`config.mk`:
```
export PLATFORM = sky130hd
export DESIGN_NAME = fp_issue_arbiter
export DESIGN_NICKNAME = d
export VERILOG_FILES = /design/src/rtl/fp_issue_arbiter.sv
export SDC_FILE = /design/constraint.sdc
export NUM_CORES = 1
export LEC_CHECK = 0
export BUFFER_PORTS_ARGS = -buffer_cell sky130_fd_sc_hd__buf_2
export CORE_MARGIN = 2
export CORE_UTILIZATION = 40
export CTS_BUF_LIST = sky130_fd_sc_hd__clkbuf_16
export DETAILED_ROUTE_END_ITERATION = 8
export GPL_ROUTABILITY_DRIVEN = 0
export GPL_TIMING_DRIVEN = 0
export PLACE_DENSITY = 0.68
export SYNTH_ARGS = -nofsm -noshare
export SYNTH_HDL_FRONTEND = slang
export SYNTH_SLANG_ARGS = --single-unit
```
`constraint.sdc`:
```
create_clock -name clk -period 4.2 [get_ports clk]
set_input_delay 0.42 -clock clk [delete_from_list [all_inputs] [get_ports clk]]
set_output_delay 0.42 -clock clk [all_outputs]
set_load 0.05 [all_outputs]
```
`src/rtl/fp_issue_arbiter.sv`:
```
// fp_issue_arbiter
//   Round-robin issue arbiter sharing the single FP arithmetic pipe and the
//   single-cycle integer pipe among hardware threads. A reservation ring keeps
//   the writeback port free of FP/integer collisions, squashes reservations of
//   rolled-back threads and reports FP pipe occupancy.
//
//   Optional feature macro: FP_ARB_PERF_EN (adds fia_perf_events).
//
//   Ports:
//     clk, reset                  clock, asynchronous active-high reset
//     ts_request[NUM_THREADS]     thread has an instruction ready
//     ts_pipe_float[NUM_THREADS]  request targets float pipe (0 = integer)
//     wb_rollback_en/_thread_idx  rollback of one thread this cycle
//     fia_grant_oh                one-hot grant (combinational)
//     fia_grant_valid             any grant this cycle
//     fia_grant_float             granted request targets the float pipe
//     fia_fp_inflight[4]          registered count of live FP ops
//     fia_wb_conflict             an integer request is blocked by a reservation
//     fia_perf_events[3]          {fp_issue, int_issue, wb_conflict_stall},
//                                 registered pulses (FP_ARB_PERF_EN only)

// Per-thread eligibility. A float request never waits on the ring: the top
// slot is empty after every shift and only a float issue fills it.
module fp_issue_arbiter_lane (
  input  logic req,
  input  logic is_float,
  input  logic rolled_back,
  input  logic int_slot_busy,
  output logic eligible,
  output logic wb_blocked
);
  always_comb begin
    eligible   = req && !rolled_back && (is_float || !int_slot_busy);
    wb_blocked = req && !rolled_back && !is_float && int_slot_busy;
  end
endmodule

module fp_issue_arbiter #(
  parameter int NUM_THREADS = 4,
  parameter int FP_LATENCY  = 5,
  parameter int INT_LATENCY = 1
) (
  input  logic                           clk,
  input  logic                           reset,
  input  logic [NUM_THREADS-1:0]         ts_request,
  input  logic [NUM_THREADS-1:0]         ts_pipe_float,
  input  logic                           wb_rollback_en,
  input  logic [$clog2(NUM_THREADS)-1:0] wb_rollback_thread_idx,
  output logic [NUM_THREADS-1:0]         fia_grant_oh,
  output logic                           fia_grant_valid,
  output logic                           fia_grant_float,
  output logic [3:0]                     fia_fp_inflight,
  output logic                           fia_wb_conflict
`ifdef FP_ARB_PERF_EN
  ,
  output logic [2:0]                     fia_perf_events
`endif
);
  localparam int TW = $clog2(NUM_THREADS);

  // Slot k: writeback happens k+1 cycles from now.
  typedef struct packed {
    logic          vld;
    logic          is_float;
    logic [TW-1:0] tid;
  } slot_t;

  slot_t [FP_LATENCY-1:0] ring_q, ring_d;
  logic  [TW-1:0]         rr_q, rr_d;
  logic  [3:0]            inflight_q, inflight_d;

  logic [NUM_THREADS-1:0] eligible, wb_blocked;
  logic                   found;
  logic [TW-1:0]          grant_idx, cand;
  logic                   grant_fire, grant_is_float;
  logic [4:0]             sq_cnt, add_v, sub_v;
  logic                   exit_float;

  // Slot 0's owner is never consulted; the entry only retires.
  logic unused_slot0_tid;
  assign unused_slot0_tid = ^ring_q[0].tid;

  // Integer issue lands in post-shift slot INT_LATENCY-1, i.e. current slot
  // INT_LATENCY.
  logic int_busy;
  assign int_busy = ring_q[INT_LATENCY].vld;

  for (genvar t = 0; t < NUM_THREADS; t++) begin : g_lane
    fp_issue_arbiter_lane u_lane (
      .req           (ts_request[t]),
      .is_float      (ts_pipe_float[t]),
      .rolled_back   (wb_rollback_en && (wb_rollback_thread_idx == TW'(t))),
      .int_slot_busy (int_busy),
      .eligible      (eligible[t]),
      .wb_blocked    (wb_blocked[t])
    );
  end

  // First eligible thread at or after the rr pointer; TW-bit add wraps since
  // NUM_THREADS is a power of two.
  always_comb begin
    found     = 1'b0;
    grant_idx = '0;
    cand      = '0;
    for (int i = 0; i < NUM_THREADS; i++) begin
      cand = rr_q + TW'(i);
      if (!found && eligible[cand]) begin
        found     = 1'b1;
        grant_idx = cand;
      end
    end
  end

  assign grant_fire      = found & ~reset;
  assign grant_is_float  = ts_pipe_float[grant_idx];
  assign fia_grant_valid = grant_fire;
  assign fia_grant_oh    = grant_fire ? (NUM_THREADS'(1) << grant_idx) : '0;
  assign fia_grant_float = grant_fire & grant_is_float;
  assign fia_wb_conflict = ~reset & (|wb_blocked);
  assign fia_fp_inflight = inflight_q;

  assign rr_d = grant_fire ? grant_idx + TW'(1) : rr_q;

  // Shift, then squash, then insert -- all for one edge.
  always_comb begin
    sq_cnt = '0;
    for (int k = 0; k < FP_LATENCY - 1; k++) ring_d[k] = ring_q[k+1];
    ring_d[FP_LATENCY-1] = '0;
    if (wb_rollback_en) begin
      for (int k = 0; k < FP_LATENCY; k++) begin
        if (ring_d[k].vld && ring_d[k].tid == wb_rollback_thread_idx) begin
          ring_d[k].vld = 1'b0;
          if (ring_d[k].is_float) sq_cnt = sq_cnt + 5'd1;
        end
      end
    end
    if (grant_fire) begin
      if (grant_is_float) begin
        ring_d[FP_LATENCY-1].vld      = 1'b1;
        ring_d[FP_LATENCY-1].is_float = 1'b1;
        ring_d[FP_LATENCY-1].tid      = grant_idx;
      end else begin
        ring_d[INT_LATENCY-1].vld      = 1'b1;
        ring_d[INT_LATENCY-1].is_float = 1'b0;
        ring_d[INT_LATENCY-1].tid      = grant_idx;
      end
    end
  end

  assign exit_float = ring_q[0].vld & ring_q[0].is_float;

  // Net occupancy change in one step, clamped so it can never wrap below 0.
  always_comb begin
    add_v      = {1'b0, inflight_q} + {4'd0, grant_fire & grant_is_float};
    sub_v      = sq_cnt + {4'd0, exit_float};
    inflight_d = (add_v > sub_v) ? 4'(add_v - sub_v) : 4'd0;
  end

  always_ff @(posedge clk or posedge reset) begin
    if (reset) begin
      ring_q     <= '0;
      rr_q       <= '0;
      inflight_q <= '0;
    end else begin
      ring_q     <= ring_d;
      rr_q       <= rr_d;
      inflight_q <= inflight_d;
    end
  end

`ifdef FP_ARB_PERF_EN
  always_ff @(posedge clk or posedge reset) begin
    if (reset) fia_perf_events <= '0;
    else       fia_perf_events <= {grant_fire & grant_is_float,
                                   grant_fire & ~grant_is_float,
                                   fia_wb_conflict};
  end
`endif

endmodule

```
Yosys cells after proc, flatten, opt, wreduce, memory -nomap -nowiden
Cells that the tools add are included.
Widths: inputs -> output; s select.

storage, ports and cells
  register bits after elaboration = 24
  bits of input ports = 13
  output and inout bits = 11
  word-level logic and storage cells = 134

operators by class
  add/subtract/negate cells = 10
  order comparisons = 6
  equality and inequality tests = 7
  shift-type cells = 1
  multiplexer cells = 44
  bitwise logic cells = 5
  reduce and logical (&&, ||, !) cells = 45

operator list
  operator             count
  $mux 5               10
  $logic_and 1x1->1    27
  $mux 4               6
  $mux 1               19
  $add 5x1->5 const B  3
  $lt 2x3->1 const B   5
  $logic_not 1->1      12
  $bmux 1 s2           5
  $eq 2x2->1           4
  $mux 2               4
  $add 4x1->5          1
  $add 5x1->5          1
  $gt 5x5->1           1
  $add 2x1->2 const B  2
  $add 2x2->2 const B  2
  $and 1x1->1          4
  $eq 2x2->1 const B   2
  $logic_or 1x1->1     4
  $reduce_or 4->1      1
  $shl 1x2->4 const A  1
  $sub 4x4->4          1
  $eq 2x1->1 const B   1
  $logic_not 2->1      1
  $not 1->1            1

Logic depth before layout (Yosys ltp)
  word-level depth = 23
  gate-level depth with buffers = 22
  depth with buffers taken out = 21

Hierarchy
A second synthesis with hierarchy kept.

second synthesis, totals
  cell total of the unflattened synthesis = 176
  area total of the unflattened synthesis = 1794.2 sq um

modules (own cells, without submodules)
  module                 times used  cells each  area each (sq um)  seq. area each (sq um)
  fp_issue_arbiter       1           164         1654.1             575.6
  fp_issue_arbiter_lane  4           3           35.0               0.0

Least setup slack after synthesis
Ideal clock, no wire load.

  kind = input to register
  start point = input wb_rollback_thread_idx[1]
  end point = register inflight_q[3], in the netlist fia_fp_inflight[3]
  setup time = 0.132 ns
  arrival = 4.834 ns
  data required time = 4.068 ns
  path slack = -0.766 ns
  stages on the path = 15
  buffers on the path = 2
  cells stage by stage = buf_6 or3b_1 nand3_1 a41oi_1 clkbuf_1 a21boi_0 ha_1 ha_1 ha_1 nor2b_1 o21ai_0 a21boi_0 o21a_1 o22ai_1 nor3_1

RTL lines
  what                                       line  RTL
  start: declaration                         48    input logic [$clog2(NUM_THREADS)-1:0] wb_rollback_thread_idx,
  $eq 2x1->1, or another cell as far along   92    .rolled_back (wb_rollback_en && (wb_rollback_thread_idx == TW'(t))),
  $logic_and 1x1->1                          92
  $logic_not 1->1                            33    eligible = req && !rolled_back && (is_float || !int_slot_busy);
  $logic_and 1x1->1 (2 in a row)             33
  $bmux 1 s2                                 107   if (!found && eligible[cand]) begin
  $mux 1 (not written as such)               107
  $mux 1                                     107
  $logic_not 1->1                            107
  [... 8 more ...]                           n/a
  $and 1x1->1 (*)                            114   assign grant_fire = found & ~reset;
  via fia_grant_valid                        50    output logic fia_grant_valid,
  $and 1x1->1 (*)                            n/a
  via fia_grant_float                        51    output logic fia_grant_float,
  $add 4x1->5 (*)                            154   add_v = {1'b0, inflight_q} + {4'd0, grant_fire & grant_is_float};
  $sub 4x4->4 or $gt 5x5->1 (tied branches)  156   inflight_d = (add_v > sub_v) ? 4'(add_v - sub_v) : 4'd0;
  $mux 4 (*)                                 156
  via inflight_d[3]                          70    logic [3:0] inflight_q, inflight_d;
  end signal: assignment                     167   inflight_q <= inflight_d;
  end: declaration                           70

Mark *: on every way through the listed nets, which the timed path passes. The rest lies on a longest branch. The select of a mux whose other input is x is not followed.
A chain may end at the register's enable or synchronous reset.

Worst setup path in the final report
  start point = register ring_q[4] (netlist name)
  end point = register inflight_q[2], in the netlist fia_fp_inflight[2]

on the way
  longest elaborated chain between the ends = 19

ends and longest elaborated chain
  what                                       line  RTL
  start: declaration                         68    slot_t [FP_LATENCY-1:0] ring_q, ring_d;
  start signal: assignment                   165   ring_q <= ring_d;
  $eq 2x2->1 (*)                             131   if (ring_d[k].vld && ring_d[k].tid == wb_rollback_thread_idx) begin
  $logic_and 1x1->1 (*)                      131
  $mux 1 (*)                                 131
  $mux 5 (*)                                 129   if (wb_rollback_en) begin
  $add 5x1->5                                133   if (ring_d[k].is_float) sq_cnt = sq_cnt + 5'd1;
  $mux 5                                     133
  $mux 5 (*)                                 131
  $mux 5 (*)                                 129
  [... 4 more ...]                           n/a
  $add 5x1->5                                133
  $mux 5                                     133
  $mux 5 (*)                                 131
  $mux 5 (*)                                 129
  $add 5x1->5 (*)                            155   sub_v = sq_cnt + {4'd0, exit_float};
  $sub 4x4->4 or $gt 5x5->1 (tied branches)  156
  $mux 4 (*)                                 156
  via inflight_d[2]                          70

Marked as above.

==> flow_summary.toml <==
[synth]
synth-main-ff-cell = "dfrtp_1"
synth-seq-cells = 23
synth_edf_count = 0
synth_top_family_by_area = "simple AND/OR/NAND/NOR gates"
post_synth_and_or_nand_nor_area_fraction = 0.2271
synth.cell_area_mm2 = 0.001697
yosys.area.top_type_share = 0.3392
synth_compound_area_frac = 0.1283
synth_nets = 197
avgSynthCellArea_um2 = 10.16
synth_top_area_cell = "dfrtp_1"
seq_area_frac_synth = 0.3392
syn_inst = 167
synthDistinctLibCells = 46
ys_top_cells_by_area = "dfrtp_1, ha_1, xnor2_1"
synth_fa_ha_area_frac = 0.1298
synth_xor_area_frac = 0.09808
yosys_warnings = 0
synthMuxAreaShare = 0.02212
postSynth.asyncResetShare = 1.000

[finish]
fin_util = 0.5006
final_area_mm2 = 0.002017
nets = 227
ff_latch_area_um2 = 576.8
multiInputGateArea_mm2 = 0.001069
syn_to_final_growth_pct = 18.88
fillCellCount = 375
drive_gt1_frac = 0.2908
stdcell_count = 246
n_antenna_cell = 0

[timing]
fin_skew_ns = 0.004682
fmax_mhz = 251.2
hold_ws_ns = 0.3552
worst_pin_slew_ns = 0.8821
fin_crit_sh = 0.9477
finalSetupTns_ns = 0
fin_crit_ns = 3.980
max-slew-margin-rel = 0.4113
finalHoldViolCount = 0
fin_ws_ns = 0.2198
drv_slew = 0
setup_viol = 0

[worst_setup_path]
crit_buf_inv = 3
crit_top_cell = "ha_1"
crit_end = "fia_fp_inflight[2]"
r2r_setup_slack_ns = 0.22
crit_start = "ring_q[4]"
reg2reg_depth = 20
critPathLaunchType = "flop"
crit_chain = "xor2_2 > nor3_4 > ha_1 > mux2_4 > ha_1 > inv_1 > mux2_4 > inv_1 > ha_1 > o21ai_2 > a21oi_2 > ha_1 > inv_1 > ha_1 > nor2b_1 > o21ai_2 > a21boi_2 > o21a_1 > o22ai_2 > nor2_1"
slowest_delay_ns = 0.39
regToRegStartpoint = "ring_q[4]"
worst-path-stages = 20
critical_path_arrival_ns = 4.12
crit_type = "reg -> reg"
required_ns = 4.34
crit_family = "adder cells"
r2r-end = "fia_fp_inflight[2]"
cp-end-kind = "flop"
slowest_stage = "dfrtp_1"
crit_path_max_fanout = 4

[cts]
cts_tree = "done"
hold_buffers = 0
clockBufferDepth = 2
cts_root_buf = "clkbuf_16"
htree_levels = 1
clk_pin_slew_worst_paths_ns = 0.06
cts_made_buffers = 3
clk_latency_ns = 0.25
clock-sinks = 23

[global_route]
grt_start_max_net_pins = 25
overflow = 0
grt_pass1_wl_um = 5368
antenna_found_initial = 0
grt_pass1_vias = 1181
track_usage = 0.1374

[die]
core_mm2 = 0.004029
rows = 23
die_y_um = 69.13
die_w_um = 69.13
io_pins = 24
dieArea_mm2 = 0.004778
initial_core_util = 0.4211

[worst_hold_path]
hold_class = "in -> async"

[routing]
via_per_inst = 5.301
final_antenna_net_count = 0
vias = 1304
wl_met3_um = 85
drt_first_pass_iters = 4
wl_met1_um = 1553
wl_per_cell_um = 12.87
drc = 0
wl_um = 3165
first_iter_violations = 38
route.top_layer_used = "met4"
wl_met2_um = 1489

[power_and_ir_drop]
p_sw_mw = 0.3865
switching_share = 0.4026
p_per_area_mw_per_mm2 = 476.0
irDropWorstVdd_uv = 213.4
p_clk_frac = 0.210
power_frac_comb = 0.459
power.total_mw = 0.9600
seqPwrFrac = 0.332
power.internal_mw = 0.5735
p_leak_nw = 1.009

[place]
place_inst = 238
pre_cts_slack_ns = -0.2081
dpl.hpwl_um = 2429
port_buffers = 21
place_area_mm2 = 0.001876

[job]
cap_viol_max_count = 0

[status]
status = "finished clean"
==> synthesized netlist by cell type, types with 2 or more instances <==
cell and number:
and3_1 3, o21ai_0 3, and4_1 2, o21bai_1 2
mux2_2 2, nor2_1 5, nand4_1 6, nand2_1 6
a22oi_1 2, a21oi_1 3, a21boi_0 2, and2_1 7
ha_1 16, o21a_1 3, xor2_1 6, o21ai_2 2
buf_6 2, nand2b_1 4, dfrtp_1 23, inv_1 16
nor2b_1 5, xnor2_1 8, a31oi_1 6, nand3_1 11
==> registers in the layout (all words and copies together), names as in the netlist <==
name,flops
ring_d,9
ring_q,7
fia_fp_inflight,4
rr_q,2
int_busy,1
==> layout make-up <==
class	instances	share of cell area
plain buffers	4	0.01737
clock buffers	3	0.03722
clock inverters	1	0.001861
inverters	16	0.02978
multi-input cells	124	0.5298
flip-flops and latches	23	0.2860
well taps	50	0.03102
repair buffers	25	0.06700
==> worst min path at each step <==
stage	from	end	cells after the start
4_1_cts	ring_d[10]	ring_d[6]	0
3_5_place_dp	ring_d[10]	ring_d[6]	0
6_report	reset	rr_q[1]	2
2_1_floorplan	ring_d[10]	ring_d[6]	0
5_1_grt	ring_d[6]	ring_q[6]	0
3_3_place_gp	ring_d[10]	ring_d[6]	0
==> worst register-to-register path, stage by stage (launching register included) <==
cell and delay, ns:
dfrtp_1 0.39, xor2_2 0.17, nor3_4 0.19, ha_1 0.25, mux2_4 0.28, ha_1 0.27, inv_1 0.04, mux2_4 0.28
inv_1 0.06, ha_1 0.23, o21ai_2 0.13, a21oi_2 0.05, ha_1 0.32, inv_1 0.05, ha_1 0.28, nor2b_1 0.14
o21ai_2 0.16, a21boi_2 0.08, o21a_1 0.18, o22ai_2 0.24, nor2_1 0.08
==> power by group through the flow <==
stage | Clock [mW] | Combinational [mW] | Sequential (mW)
floorplan | 0 | 0.304 | 0.344
global placement | 0 | 0.405 | 0.325
detailed placement | 0 | 0.410 | 0.326
CTS | 0.204 | 0.413 | 0.322
global route | 0.213 | 0.487 | 0.326
finish | 0.201 | 0.440 | 0.319
==> cells by family (layout without fill, tap and decap cells) <==
family          Yosys count  after routing
buf+inv                  20             49
compound gates           30             30
fa+ha+maj                17             17
simple gates             58             58
flops                    23             23
xor+xnor                 16             16
mux                       3              3
==> what timing repair did <==
item,CTS,global route
setup endpoints to repair,4,4
buffers inserted,1,3
resized for setup,1,10
pin swaps,1,7
==> per-layer routing <==
metal,up-vias,global-route usage
met3,6,0.02632
met2,20,0.2201
met4,0,0.03922
li1,648,-
met1,630,0.1889
met5,-,0
==> placed cells by master, fill, tap and decap left out, types with 6 or more instances in the layout <==
cell type,instances
a31oi_1,6
ha_1,16
inv_1,17
nand2_1,6
xnor2_1,8
and2_1,7
nand3_1,11
nand4_1,6
buf_2,21
dfrtp_1,22
Note: power is estimated with default switching activity, not from simulation.
